**src/rtl/regs_wb_arbiter_if.sv**
```systemverilog
// regs_wb_arbiter_if: writeback requester bundle (valid/addr/data in, one-hot ready out)
interface regs_wb_arbiter_if #(
  parameter int NUM_REQ = 3
);
  logic [NUM_REQ-1:0]    req_valid;
  logic [NUM_REQ-1:0]    req_ready;
  logic [5*NUM_REQ-1:0]  req_addr;
  logic [32*NUM_REQ-1:0] req_data;
  modport master (output req_valid, req_addr, req_data, input req_ready);
  modport slave (input req_valid, req_addr, req_data, output req_ready);
endinterface

```
**src/rtl/regs_wb_arbiter.sv**
```systemverilog
// regs_wb_arbiter: register file write port arbiter with pending-write scoreboard.
// Define WB_ARB_RR_EN for round-robin grants; otherwise lowest index wins.
module regs_wb_arbiter #(
  parameter int NUM_REQ = 3,
  parameter int IDX_W = 2
) (
  input  logic              clk,
  input  logic              rst,
  regs_wb_arbiter_if.slave  bus,
  input  logic              rsv_valid,
  input  logic [4:0]        rsv_addr,
  input  logic              flush,
  input  logic [4:0]        R_addr_A,
  input  logic [4:0]        R_addr_B,
  output logic              busy_A,
  output logic              busy_B,
  output logic              L_S,
  output logic [4:0]        Wt_addr,
  output logic [31:0]       Wt_data,
  output logic [IDX_W-1:0]  grant_idx
);
  logic                 any_v;
  logic                 hs;
  int                   sel_i;
  int                   idx_i;
  logic [NUM_REQ-1:0]   valid_sh;
  logic [4:0]           sel_addr;
  logic [31:0]          sel_data;
  logic                 ls_q, ls_d;
  logic [4:0]           wa_q, wa_d;
  logic [31:0]          wd_q, wd_d;
  logic [IDX_W-1:0]     gi_q, gi_d;
  logic [31:0]          sb_q, sb_d;
`ifdef WB_ARB_RR_EN
  logic [IDX_W-1:0]     ptr_q, ptr_d;
`endif
  always_comb begin
    any_v = 1'b0;
    sel_i = 0;
    idx_i = 0;
    valid_sh = '0;
    for (int k = 0; k < NUM_REQ; k++) begin
`ifdef WB_ARB_RR_EN
      idx_i = (int'(ptr_q) + k) % NUM_REQ;
`else
      idx_i = k;
`endif
      valid_sh = bus.req_valid >> idx_i;
      if (!any_v && valid_sh[0]) begin
        any_v = 1'b1;
        sel_i = idx_i;
      end
    end
  end
  // reset suppresses the grant so nothing is consumed while rst is high
  assign hs            = any_v && !rst;
  assign bus.req_ready = hs ? ({{(NUM_REQ-1){1'b0}}, 1'b1} << sel_i) : '0;
  assign sel_addr      = 5'(bus.req_addr >> (5 * sel_i));
  assign sel_data      = 32'(bus.req_data >> (32 * sel_i));
  always_comb begin
    ls_d = hs && (sel_addr != 5'd0);
    wa_d = hs ? sel_addr : wa_q;
    wd_d = hs ? sel_data : wd_q;
    gi_d = hs ? IDX_W'(sel_i) : gi_q;
  end
  // reserve is applied after the write clear so it wins; flush overrides both
  always_comb begin
    sb_d = sb_q;
    if (hs) sb_d[sel_addr] = 1'b0;
    if (rsv_valid) sb_d[rsv_addr] = 1'b1;
    sb_d[0] = 1'b0;
    if (flush) sb_d = '0;
  end
`ifdef WB_ARB_RR_EN
  assign ptr_d = hs ? IDX_W'((sel_i + 1) % NUM_REQ) : ptr_q;
  always_ff @(posedge clk) begin
    if (rst) ptr_q <= '0;
    else ptr_q <= ptr_d;
  end
`endif
  always_ff @(posedge clk) begin
    if (rst) begin
      ls_q <= 1'b0;
      wa_q <= '0;
      wd_q <= '0;
      gi_q <= '0;
      sb_q <= '0;
    end else begin
      ls_q <= ls_d;
      wa_q <= wa_d;
      wd_q <= wd_d;
      gi_q <= gi_d;
      sb_q <= sb_d;
    end
  end
  assign busy_A    = (R_addr_A != 5'd0) && sb_q[R_addr_A];
  assign busy_B    = (R_addr_B != 5'd0) && sb_q[R_addr_B];
  assign L_S       = ls_q;
  assign Wt_addr   = wa_q;
  assign Wt_data   = wd_q;
  assign grant_idx = gi_q;
endmodule

```
**src/flat_wrapper.sv**
```systemverilog
// flat-port wrapper written by rule: the top's interface ports become plain ports
module regs_wb_arbiter_flat 
#(
  parameter int NUM_REQ = 3,
  parameter int IDX_W = 2
)
  (clk, rst, rsv_valid, rsv_addr, flush, R_addr_A, R_addr_B, busy_A, busy_B, L_S, Wt_addr, Wt_data, grant_idx, bus_req_valid, bus_req_addr, bus_req_data, bus_req_ready);
  regs_wb_arbiter_if #(.NUM_REQ(NUM_REQ)) bus_i ();
  input  logic clk;
  input  logic rst;
  input  logic rsv_valid;
  input  logic [4:0] rsv_addr;
  input  logic flush;
  input  logic [4:0] R_addr_A;
  input  logic [4:0] R_addr_B;
  output logic busy_A;
  output logic busy_B;
  output logic L_S;
  output logic [4:0] Wt_addr;
  output logic [31:0] Wt_data;
  output logic [IDX_W-1:0] grant_idx;
  input wire logic [$bits(bus_i.req_valid)-1:0] bus_req_valid;
  input wire logic [$bits(bus_i.req_addr)-1:0] bus_req_addr;
  input wire logic [$bits(bus_i.req_data)-1:0] bus_req_data;
  output wire logic [$bits(bus_i.req_ready)-1:0] bus_req_ready;
  assign bus_i.req_valid = bus_req_valid;
  assign bus_i.req_addr = bus_req_addr;
  assign bus_i.req_data = bus_req_data;
  assign bus_req_ready = bus_i.req_ready;
  regs_wb_arbiter #(.NUM_REQ(NUM_REQ), .IDX_W(IDX_W)) u_core (.clk(clk), .rst(rst), .bus(bus_i), .rsv_valid(rsv_valid), .rsv_addr(rsv_addr), .flush(flush), .R_addr_A(R_addr_A), .R_addr_B(R_addr_B), .busy_A(busy_A), .busy_B(busy_B), .L_S(L_S), .Wt_addr(Wt_addr), .Wt_data(Wt_data), .grant_idx(grant_idx));
endmodule
```
**config.mk**
```make
export PLATFORM = sky130hd
export DESIGN_NAME = regs_wb_arbiter_flat
export DESIGN_NICKNAME = d
export VERILOG_FILES = /design/src/rtl/regs_wb_arbiter_if.sv /design/src/rtl/regs_wb_arbiter.sv /design/src/flat_wrapper.sv
export SDC_FILE = /design/constraint.sdc
export NUM_CORES = 1
export LEC_CHECK = 0
export BUFFER_PORTS_ARGS = -buffer_cell sky130_fd_sc_hd__buf_2
export CELL_PAD_IN_SITES_DETAIL_PLACEMENT = 0
export CELL_PAD_IN_SITES_GLOBAL_PLACEMENT = 2
export CORE_MARGIN = 1.5
export CORE_UTILIZATION = 26
export DETAILED_ROUTE_END_ITERATION = 8
export PLACE_DENSITY_LB_ADDON = 0.1
export SLEW_MARGIN = 25
export SYNTH_ARGS = -nofsm -noshare
export SYNTH_HDL_FRONTEND = slang
export SYNTH_SLANG_ARGS = --single-unit
```
**constraint.sdc**
```tcl
create_clock -name clk -period 1.7 [get_ports clk]
set_input_delay 0.17 -clock clk [delete_from_list [all_inputs] [get_ports clk]]
set_output_delay 0.17 -clock clk [all_outputs]
set_load 0.005 [all_outputs]
```
==> impl_results.rst <==
.. list-table::
   :header-rows: 1

   * - Metric
     - Value
   * - Number of standard cells after synthesis
     - 544
   * - Period Utilization, post-route
     - 1.23
   * - GRT Util Overall
     - 0.186
   * - Area of the core
     - 0.0161 sq mm
   * - Most common library cell in the layout ignoring fill and taps
     - sky130_fd_sc_hd__buf_2
   * - Crit path launch type
     - flip-flop
   * - # hold bufs at CTS
     - 0
   * - Final max-slew violation count
     - 0
   * - Seq/Total Area, Yosys
     - 0.330
   * - Post-route ant nets
     - 0
   * - Share of Yosys cell area claimed by the top area cell type
     - 0.330
   * - Time the worst path needs with I/O delays and setup
     - between 2 and 2.5 ns
   * - Setup ws final
     - -0.397 ns
   * - Top library cells by usage in the layout, fill and taps aside
     - sky130_fd_sc_hd__buf_2, sky130_fd_sc_hd__nor2_1, sky130_fd_sc_hd__dfxtp_1
   * - Number of nets in the layout
     - between 800 and 900
   * - First-iteration detailed-routing DRC count
     - roughly 280
   * - Maximum number of pins on one net before global-route repair
     - 56
   * - Fill count
     - 1,706
   * - Root buffer cell
     - sky130_fd_sc_hd__clkbuf_16
   * - Maximum root-to-sink buffer count
     - 2
   * - Die area
     - 0.0173 sq mm
   * - H-tree levels
     - 3
   * - RSZ-0062 raised after global routing
     - yes
   * - Via count of the first global-routing pass
     - 4,754
   * - Row cnt
     - between 40 and 50
   * - Layout overhead on the synthesized area
     - 41.2%
   * - Max Fclk
     - 477 MHz
   * - Synth cell types
     - 55
   * - Fraction of layout cells with a size suffix above 1
     - 0.391
   * - Cell area after layout
     - roughly 0.0061 sq mm
   * - Syn Area/Cell
     - 7.91 sq um
   * - Slew of the pin with the lowest slew margin
     - about 0.55 ns
   * - Worst IR drop on VDD
     - 0.484 mV
   * - Largest driver fanout on the critical path
     - 2
   * - Die span in y
     - roughly 130 microns
   * - Data required, critical path
     - 1.53 ns
   * - Total of endpoints with negative setup slack in the final report
     - 2
   * - Routability congestion estimate
     - 0.862
   * - Width of the die
     - 132 microns
   * - Vias per inst
     - 5.07
   * - Post-route DRC violation count
     - 0
   * - Number of maximum-capacitance constraint violations
     - 0
   * - Power density of the placed cells
     - between 700 and 800 mW/mm^2
   * - Arrival @ worst endpoint
     - slightly below 2 ns
   * - Total cell area at the placement stage
     - 0.00578 sq mm
   * - First-pass GRT wire length
     - 25,600 microns
   * - Largest area contributor in the netlist
     - sky130_fd_sc_hd__dfxtp_1
   * - Number of detailed-routing iterations run before antenna repair
     - 5
   * - Status
     - finished, violations left
   * - TritonCTS Sinks
     - between 70 and 80
   * - Buffers on Ports
     - 177
   * - Fraction of registers with async set or reset after synthesis
     - 0
   * - Worst setup slack after placement
     - -0.273 ns
   * - Initial antenna violation count
     - 1
   * - Primary flip-flop cell chosen by synthesis mapping
     - sky130_fd_sc_hd__dfxtp_1
   * - Starting density of the core
     - 0.268
   * - Post-DP HPWL
     - 12,300 microns
   * - Post-synth EDFFs
     - 0
   * - Number of flip-flops and latches in the synthesized netlist
     - 71
   * - Element type at the critical path end
     - output pin
   * - I/O pins
     - 178
   * - Post-synthesis net count
     - 677
   * - CTS tree
     - yes
   * - Combined area of all synthesized cells
     - 0.00431 sq mm
   * - WS Path Type
     - flip-flop to output pin
   * - Hold Path Cell Cnt
     - 3
   * - Overflow left after global routing
     - 0
   * - Leading cell types by total area after synthesis
     - sky130_fd_sc_hd__dfxtp_1, sky130_fd_sc_hd__nor2_1, sky130_fd_sc_hd__a21oi_1, sky130_fd_sc_hd__a221oi_1, sky130_fd_sc_hd__mux4_2
   * - Tightest Hold Check Type
     - primary input to flip-flop
   * - Relative slew slack
     - 0.634
   * - Clock latency on the worst-skew pair
     - ~0.33 ns
   * - Post-Route WL
     - 16,300 microns
   * - Number of hold violations in the final report
     - 0
   * - Overall via count from detail_route
     - between 4,000 and 5,000
   * - Violations in the final reports
     - setup timing
   * - Logic depth of the worst register-to-register path
     - 3
   * - Final clock skew
     - 0 ns
   * - Clock-pin slew of the registers on the worst-case setup and hold paths
     - 0.06 ns
   * - Number of buffers created by CTS
     - 9
   * - Static leakage
     - roughly 2.8 nW
   * - Detail-routed net length per standard cell
     - around 17 microns
   * - Number of warnings printed during yosys synthesis
     - 0
through the flow:
| stage | utilization | hold WS [ns] | total power (W) | TNS (ns) | std cells |
|---|---|---|---|---|---|
| 2_1_floorplan | - | 0.360 | 0.00232 | 0 | 544 |
| 3_3_place_gp | 0.360 | 0.441 | 0.00281 | -0.279 | 950 |
| 3_5_place_dp | 0.360 | 0.446 | 0.00281 | -0.324 | 950 |
| 4_1_cts | 0.378 | 0.129 | 0.00463 | -0.724 | 968 |
| 5_1_grt | 0.379 | 0.153 | 0.00481 | -0.809 | 969 |
| 6_report | 0.379 | 0.135 | 0.00458 | -0.660 | 969 |
flip-flops by register name, summed over array words and instances, names as in the netlist:
signal	flops
u_core.Wt_addr	5
u_core.L_S	1
u_core.Wt_data	32
u_core.sb_q	31
u_core.grant_idx	2
power by group:
part	switching (W)	internal, W	total (W)	leakage [nW]
logic	0.000531	0.000466	0.000998	2.03
registers	0.0000372	0.00174	0.00178	0.585
clock network	0.000740	0.00106	0.00180	0.136
cell usage after synthesis (7+ instances only):
master and instances:
sky130_fd_sc_hd__mux4_2 9, sky130_fd_sc_hd__inv_1 33, sky130_fd_sc_hd__a21oi_1 55, sky130_fd_sc_hd__buf_1 7
sky130_fd_sc_hd__a221oi_1 27, sky130_fd_sc_hd__nor3_1 38, sky130_fd_sc_hd__buf_2 11, sky130_fd_sc_hd__nor2_1 103
sky130_fd_sc_hd__nor4_1 22, sky130_fd_sc_hd__a31oi_1 9, sky130_fd_sc_hd__nand2_1 16, sky130_fd_sc_hd__dfxtp_1 71
sky130_fd_sc_hd__o21ai_0 31, sky130_fd_sc_hd__clkbuf_1 21
critical path, stage by stage, from the launching register on:
cell                      delay [ns]
sky130_fd_sc_hd__dfxtp_2        0.33
sky130_fd_sc_hd__mux4_2         0.48
sky130_fd_sc_hd__nand4_1        0.09
sky130_fd_sc_hd__nand2_1        0.05
sky130_fd_sc_hd__or4_1          0.50
sky130_fd_sc_hd__buf_2          0.14
what timing repair did:
| item | CTS | global route |
|---|---|---|
| setup endpoints to repair | 2 | 2 |
| gates resized for setup | 6 | 7 |
| buffers inserted | 2 | 0 |
| pin swaps | 3 | 3 |
layer usage:
layer,part of all wire,wire length (microns),GRT usage
met5,0,0,0
met3,0.068,1110,0.0552
met2,0.48,7810,0.306
met1,0.43,7030,0.229
met4,0.021,340,0.0722
path summary, 6_finish.rpt:
check / start / to / slack, ns
min: bus_req_data[17] / u_core.Wt_data[17]$_SDFFE_PP0P_ / 0.14
min reg2reg: u_core.Wt_addr[4]$_SDFFE_PP0P_ / u_core.Wt_addr[4]$_SDFFE_PP0P_ / 0.46
max reg2reg: u_core.sb_q[19]$_SDFF_PP0_ / u_core.sb_q[19]$_SDFF_PP0_ / 0.90
max: u_core.sb_q[31]$_SDFF_PP0_ / busy_B / -0.40
area by class of cell:
class,instances,area [sq um],area share
multi-input combinational,397,2550,0.420
sequential,71,1430,0.235
timing repair buffer,235,1430,0.234
tap,216,270,0.0444
clock buffer,13,260,0.0428
inverter,33,124,0.0204
clock inverter,3,17.5,0.00288
antenna,1,2.50,0.000412
logic make-up (layout without fill, tap and decap cells):
kind of cell / count (synthesis) / count (layout) / share of synthesized area
AOI/OAI and AO/OA: 154 / 154 / 0.243
DFF: 71 / 71 / 0.330
and+or+nand+nor: 223 / 223 / 0.263
buffers and inverters: 76 / 284 / 0.0756
muxes: 20 / 20 / 0.0881
other: 0 / 1 / 0
Note: power is estimated with default switching activity, not from simulation.
